==> src/rtl/uart_pkg.sv <==
// Shared UART definitions: parity modes and frame-sequencer states,
// common to the transmitter and the matching receiver.
package uart_pkg;

  typedef enum logic [1:0] {
    PARITY_NONE = 2'd0,
    PARITY_ODD  = 2'd1,
    PARITY_EVEN = 2'd2
  } parity_e;

  typedef enum logic [2:0] {
    IDLE,
    START,
    DATA,
    PAR,
    STOP
  } uart_state_e;

endpackage

==> src/rtl/uart_baud_tick.sv <==
// Bit-period timer: pulses tick on the last enabled cycle of each bit period.
// restart holds the count at zero so the first period after it is full length.
module uart_baud_tick #(
  parameter int unsigned CLKS_PER_BIT = 1
) (
  input  logic CLKIN,
  input  logic RESETN,
  input  logic clock_enable,
  input  logic restart,
  output logic tick
);

  localparam int unsigned CW = (CLKS_PER_BIT > 1) ? $clog2(CLKS_PER_BIT) : 1;
  localparam logic [CW-1:0] LAST = CW'(CLKS_PER_BIT - 1);

  logic [CW-1:0] cnt;

  assign tick = clock_enable && !restart && (cnt == LAST);

  always_ff @(posedge CLKIN or negedge RESETN) begin
    if (!RESETN) begin
      cnt <= '0;
    end else if (clock_enable) begin
      if (restart || tick) cnt <= '0;
      else                 cnt <= cnt + CW'(1);
    end
  end

endmodule

==> src/rtl/uart_tx_param.sv <==
// Parameterised UART transmitter with a one-entry holding register so
// back-to-back words go out with no idle gap between frames.
module uart_tx_param
  import uart_pkg::*;
#(
  parameter int unsigned DATA_BITS    = 8,
  parameter parity_e     PARITY       = PARITY_NONE,
  parameter int unsigned STOP_BITS    = 1,
  parameter int unsigned CLKS_PER_BIT = 1
) (
  input  logic                 CLKIN,
  input  logic                 RESETN,
  input  logic                 clock_enable,
  input  logic [DATA_BITS-1:0] data,
  input  logic                 valid,
  output logic                 ready,
  output logic                 tx,
  output logic                 busy
);

  localparam int unsigned     BW        = $clog2(DATA_BITS);
  localparam logic [BW-1:0]   LAST_BIT  = BW'(DATA_BITS - 1);
  localparam logic            LAST_STOP = (STOP_BITS == 2);

  uart_state_e          state, state_n;
  logic [DATA_BITS-1:0] shreg, shreg_n, hold, hold_n;
  logic [BW-1:0]        bit_cnt, bit_n;
  logic                 stop_cnt, stop_n;
  logic                 par_q, par_n;
  logic                 ready_n, tx_n;
  logic                 tick, accept, restart, consumed;

  function automatic logic parity_of(input logic [DATA_BITS-1:0] w);
    return (^w) ^ (PARITY == PARITY_ODD);
  endfunction

  assign accept  = valid && ready && clock_enable;
  assign restart = (state == IDLE);
  assign busy    = (state != IDLE);

  uart_baud_tick #(
    .CLKS_PER_BIT(CLKS_PER_BIT)
  ) u_baud (
    .CLKIN       (CLKIN),
    .RESETN      (RESETN),
    .clock_enable(clock_enable),
    .restart     (restart),
    .tick        (tick)
  );

  always_comb begin
    state_n  = state;
    shreg_n  = shreg;
    hold_n   = hold;
    bit_n    = bit_cnt;
    stop_n   = stop_cnt;
    par_n    = par_q;
    ready_n  = ready;
    consumed = 1'b0;
    tx_n     = 1'b1;
    case (state)
      IDLE: if (accept) begin
        shreg_n  = data;
        par_n    = parity_of(data);
        state_n  = START;
        consumed = 1'b1;
      end
      START: if (tick) begin
        state_n = DATA;
        bit_n   = '0;
      end
      DATA: if (tick) begin
        if (bit_cnt == LAST_BIT) begin
          state_n = (PARITY == PARITY_NONE) ? STOP : PAR;
          stop_n  = 1'b0;
        end else begin
          bit_n   = bit_cnt + BW'(1);
          shreg_n = shreg >> 1;
        end
      end
      PAR: if (tick) begin
        state_n = STOP;
        stop_n  = 1'b0;
      end
      STOP: if (tick) begin
        if (stop_cnt == LAST_STOP) begin
          // Held word wins; otherwise a word offered on this very edge starts directly.
          if (!ready) begin
            shreg_n = hold;
            par_n   = parity_of(hold);
            ready_n = 1'b1;
            state_n = START;
          end else if (accept) begin
            shreg_n  = data;
            par_n    = parity_of(data);
            state_n  = START;
            consumed = 1'b1;
          end else begin
            state_n = IDLE;
          end
        end else begin
          stop_n = 1'b1;
        end
      end
      default: state_n = IDLE;
    endcase
    if (accept && !consumed) begin
      hold_n  = data;
      ready_n = 1'b0;
    end
    // tx is registered from the next-state view so each bit appears on the edge that enters it.
    case (state_n)
      START:   tx_n = 1'b0;
      DATA:    tx_n = shreg_n[0];
      PAR:     tx_n = par_n;
      default: tx_n = 1'b1;
    endcase
  end

  always_ff @(posedge CLKIN or negedge RESETN) begin
    if (!RESETN) begin
      state    <= IDLE;
      shreg    <= '0;
      hold     <= '0;
      bit_cnt  <= '0;
      stop_cnt <= 1'b0;
      par_q    <= 1'b0;
      ready    <= 1'b1;
      tx       <= 1'b1;
    end else if (clock_enable) begin
      state    <= state_n;
      shreg    <= shreg_n;
      hold     <= hold_n;
      bit_cnt  <= bit_n;
      stop_cnt <= stop_n;
      par_q    <= par_n;
      ready    <= ready_n;
      tx       <= tx_n;
    end
  end

endmodule

==> config.mk <==
export PLATFORM = sky130hd
export DESIGN_NAME = uart_tx_param
export DESIGN_NICKNAME = d
export VERILOG_FILES = /design/src/rtl/uart_pkg.sv /design/src/rtl/uart_baud_tick.sv /design/src/rtl/uart_tx_param.sv
export SDC_FILE = /design/constraint.sdc
export NUM_CORES = 1
export LEC_CHECK = 0
export CELL_PAD_IN_SITES_DETAIL_PLACEMENT = 1
export CELL_PAD_IN_SITES_GLOBAL_PLACEMENT = 2
export CORE_MARGIN = 3
export CORE_UTILIZATION = 36
export DETAILED_ROUTE_END_ITERATION = 12
export DONT_BUFFER_PORTS = 1
export HOLD_SLACK_MARGIN = 0.1
export PLACE_DENSITY = 0.81
export SLEW_MARGIN = 5
export SYNTH_ARGS = -nofsm -noshare
export SYNTH_HDL_FRONTEND = slang
export SYNTH_SLANG_ARGS = --single-unit
==> constraint.sdc <==
create_clock -name CLKIN -period 1.8 [get_ports CLKIN]
set_clock_uncertainty 0.15 [all_clocks]
set_input_delay 0.09 -clock CLKIN [delete_from_list [all_inputs] [get_ports CLKIN]]
set_output_delay 0.09 -clock CLKIN [all_outputs]
set_load 0.01 [all_outputs]
Word level (Yosys, flattened, before mapping):

Cells that the tools add are included.

* flip-flop bits (word level): 27
* bits of input ports: 12
* output and inout port bits: 3

* add/subtract/negate cells: 2
* equality and inequality tests: 16
* multiplexer cells: 43
* bitwise operators: 1
* reduce and logical (&&, ||, !) cells: 22

Operator list (number)
* 2-to-1 mux 8 bit: 6
* 2-to-1 mux 3 bit: 10
* case mux 8 bit (3 select lines): 1
* 2-to-1 mux 1 bit: 20
* XOR reduction 8 bit: 2
* case mux 3 bit (5 select lines): 1
* == test 3 x 2 -> 1 bit, second input constant: 4
* AND reduction 6 bit: 2
* != test 2 x 1 -> 1 bit, second input constant: 5
* nonzero test 3 bit: 3
* == test 3 x 1 -> 1 bit, second input constant: 2
* == test 3 bit, second input constant: 2
* != test 2 bit, second input constant: 3
* case mux 1 bit (3 select lines): 2
* case mux 3 bit (2 select lines): 1
* nonzero test 2 bit: 3
* logical AND 1 bit: 5
* AND reduction 5 bit: 1
* case mux 1 bit (2 select lines): 2
* AND reduction 4 bit: 1
* adder 3 x 1 -> 3 bit, second input constant: 1
* zero test 3 bit: 1
* zero test 1 bit: 2
* AND reduction 2 bit: 1
* 3 further kinds: 3

Longest topological paths before layout:

* depth after elaboration: 11
* gate-level depth with buffers: 8
* depth with buffers taken out: 8

Hierarchy:

A second synthesis with hierarchy kept.

* cells, all modules: 158
* area total of the unflattened synthesis: 1697.9 µm²

Modules (own cells, without submodules)
* uart_tx_param: times used 1, cells an instance 155, area an instance 1651.6 µm², sequential area each 628.1 µm²
* uart_baud_tick: times used 1, cells an instance 3, area an instance 46.3 µm², sequential area each 25.0 µm²

Worst setup path before layout:

OpenSTA, ideal clock, no wires.

* path kind: register to register
* start: reg bit_cnt[0]
* end: reg tx
* arrival time: 1.702 ns
* required time: 1.571 ns
* path slack: -0.132 ns
* stages on the path, launching flop included: 8
* path buffers: 0
* clock period less this slack: 1.932 ns
* path through: dfrtp_1 ha_1 ha_1 or3_4 o21ai_1 o2111ai_1 o21a_2 a22o_1

* word-level cells in the longest chain between the ends: 6
* elaborated cells on any way between the ends: 11

Ends and longest elaborated chain
* start, declared: RTL line uart_tx_param.sv:27 `logic [BW-1:0] bit_cnt, bit_n;`
* start signal, assigned: RTL line uart_tx_param.sv:134 `bit_cnt <= bit_n;`
* == test 3 bit *: RTL line uart_tx_param.sv:73 `if (bit_cnt == LAST_BIT) begin`
* 2-to-1 mux 3 bit: RTL line uart_tx_param.sv:73
* 2-to-1 mux 3 bit: RTL line uart_tx_param.sv:72 `DATA: if (tick) begin`
* case mux 3 bit (5 select lines): RTL line uart_tx_param.sv:61 `case (state)`
* == test 3 x 2 -> 1 bit or == test 3 x 1 -> 1 bit (tied branches): RTL line uart_tx_param.sv:112 `case (state_n)`
* case mux 1 bit (3 select lines) *: RTL line uart_tx_param.sv:112
* end signal, assigned: RTL line uart_tx_param.sv:138 `tx <= tx_n;`
* end, declared: RTL line uart_tx_param.sv:17 `output logic tx,`

Mark *: on every way between the ends. The rest lies on a longest branch, timed or not. The select of a mux whose other input is x is not followed.
A chain may end at the register's enable or synchronous reset.

Worst setup path in the final report:

Ends and elaborated chain as after synthesis.

==> impl_metrics.json <==
{
  "num_rows": 23,
  "design_area_um2": 2083,
  "hold_slack_ns": -0.2307,
  "gp_congestion": 0.7810,
  "syn_nets": 164,
  "drt-initial-drc-count": 36,
  "p_per_area_nw_per_um2": 1563,
  "grt_use_total": 0.1724,
  "r2r_cells": 7,
  "drv_cap": 0,
  "required_ns": 1.88,
  "worstPathArrival_ns": 1.99,
  "max_freq_mhz": 523.6,
  "period_share": 1.061,
  "timing.rr.end": "tx",
  "ant_nets": 0,
  "syn_inst": 150,
  "startpoint": "bit_cnt[0]",
  "static-leakage-power_nw": 0.8815,
  "ys_seq_area_frac": 0.4196,
  "place_hpwl_um": 2856,
  "root_buffer": "clkbuf_8",
  "drt_pass1_iterations": 4,
  "wirelength_um": 4170,
  "antenna_cells": 0,
  "ys_warn_count": 0,
  "hold_path.class": "input pin to flip-flop",
  "dieArea_um2": 5149,
  "layout_common_cells": "22 x dfrtp_1, 18 x buf_4, 13 x nand2_1, 13 x xnor2_1, 12 x dlygate4sd3_1",
  "wl_per_cell_um": 17.90,
  "ys_ff_latch": 26,
  "vdd_ir_drop_max_mv": 0.7649,
  "syn_area_per_cell_um2": 10.38,
  "grt_pass1_vias": 1368,
  "slew_headroom": 0.7492,
  "synth_flop_cell": "dfrtp_1",
  "slew_violations": 0,
  "final_common_cell": "dfrtp_1",
  "placed_cell_area_um2": 1733,
  "slowest_delay_ns": 0.39,
  "worst_pin_slew_ns": 0.3715,
  "start_kind": "flip-flop",
  "synth_edf_count": 0,
  "finalCriticalPeriod_ns": 1.910,
  "pin_count": 15,
  "crit_end": "tx",
  "overflow": 0,
  "syn-cell-area_um2": 1556,
  "area_delta_synth_final_pct": 33.84,
  "routed_via_density": 5.597,
  "reg2reg_from": "bit_cnt[0]",
  "drc": 0,
  "path_cells": "ha_2 -> ha_4 -> or3_4 -> nor2b_4 -> o2111ai_1 -> o21a_2 -> a22o_1",
  "status": "finished, violations left",
  "io_buffers": 0,
  "h-tree-depth": 1,
  "postCtsHoldBufs": 15,
  "grt_setup_unrepaired": "true",
  "cts-buffers-inserted": 3,
  "violations": "negative hold slack, negative setup slack",
  "start_util": 0.3809,
  "coreArea_um2": 4086,
  "cp_slowest_cell": "dfrtp_1",
  "nNetsFinal": 198,
  "path_clk_slew_ns": 0.10,
  "cts_sinks": 26,
  "grt_max_degree": 25,
  "clock_latency_ns": 0.27,
  "setup_violations": 10,
  "async_flop_share": 1.000,
  "hold_violations": 10,
  "setup_tns_ns": -0.4451,
  "finalWorstSetupSlack_ns": -0.1099,
  "die_w_um": 71.76,
  "drive_above_1_share": 0.3388,
  "route.vias.total": 1304,
  "antenna_found_initial": 0,
  "ys_types": 47,
  "clockBufferDepth": 2,
  "endpoint_kind": "flip-flop",
  "crit_fanout": 3,
  "critical_path_class": "flip-flop to flip-flop",
  "grt_pass1_wl_um": 6837,
  "cts_tree": "built",
  "r2r_setup_slack_ns": -0.11,
  "die_height_um": 71.76
}
## synth_stat cells, types with 2 or more instances
cell type,instances,area [um2]
a21oi_1,5,25.02
o21ai_1,2,10.01
dfstp_2,2,52.55
nand3_1,4,20.02
xnor2_1,13,113.9
ha_1,2,25.02
nand2_1,13,48.80
a221o_1,7,70.07
xor2_1,2,17.52
nor2b_1,3,18.77
dfrtp_1,24,600.6
mux2_2,10,112.6
or3_1,3,18.77
o21ai_0,7,35.03
nand2b_1,3,18.77
inv_1,2,7.510
o2111ai_1,2,17.52
nor2_1,7,26.28
buf_2,4,20.02
a22o_1,7,61.31
mux2i_1,2,20.02
## where the power goes
| group | internal [mW] | switching (mW) | leakage (nW) | total [mW] |
|---|---|---|---|---|
| Clock | 0.196 | 0.195 | 0.0288 | 0.391 |
| Combinational | 0.940 | 0.807 | 0.524 | 1.75 |
| Sequential | 0.851 | 0.267 | 0.329 | 1.12 |
## worst min-delay path by stage
stage                  from  slack, ns  cells after the start          to
4_1_cts        clock_enable      -0.25                      1    state[0]
3_3_place_gp         RESETN      -0.35                      0    state[2]
2_1_floorplan        RESETN      -0.36                      0  bit_cnt[0]
3_5_place_dp         RESETN      -0.36                      0    state[2]
5_1_grt        clock_enable      -0.23                      1    state[0]
6_report       clock_enable      -0.23                      1    state[0]
## per-layer routing
layer  part of all wire  vias to the layer above  wire length, um  track usage
li1                   -                      619                -            -
met1               0.45                      663             1874       0.2293
met2               0.51                       18             2134       0.2827
met3              0.029                        4              122      0.03226
met4             0.0091                        0               38      0.05637
met5                  0                        -                0            0
## repair_timing
item                                    CTS  global route
pin swaps                                 6             2
buffers inserted                          2             2
gates resized for setup                  10            15
hold endpoints to repair                 49            16
endpoints found under the setup margin   20            24
## critical path, delay by kind of cell, from the launching register on
kind,cells,cell delay (ns)
and+or+nand+nor,2,0.50
DFF,1,0.39
AOI/OAI and AO/OA,3,0.46
adders and majority gates,2,0.36
## through the flow
step                      utilization  setup WS, ns  total power [mW]  std cells
after floorplan                     -      -0.02763             2.155        150
after global placement         0.4241       -0.1387             2.579        210
after detailed placement       0.4241       -0.1701             2.628        210
after CTS                      0.4945       -0.1137             3.179        231
after global routing           0.5098       -0.1754             3.490        233
final                          0.5098       -0.1099             3.257        233
## cells by family (layout without fill, tap and decap cells)
group                    count (synthesis)  count (layout)  share of synthesized area
XOR/XNOR                                15              15                    0.08441
adder cells (fa/ha/maj)                  2               2                    0.01607
buffers and inverters                    9              42                    0.02733
AND/OR/NAND/NOR                         42              42                     0.1495
AO/OA/AOI/OAI                           44              44                     0.2179
flip-flops                              26              26                     0.4196
multiplexers                            12              12                    0.08521
## final cells by class
cell class	count	area, um2
clock buffer	4	55.05
fill	457	2003
inverter	3	11.26
multi-input combinational	115	968.4
sequential	26	655.6
tap	50	62.56
timing repair buffer	35	330.3
## registers in the layout, summed over array words and instances (netlist names)
register / cells
bit_cnt: 3
hold: 8
par_q: 1
ready: 1
shreg: 8
state: 3
tx: 1
u_baud.cnt: 1
Power figures use the tool's default switching activity.
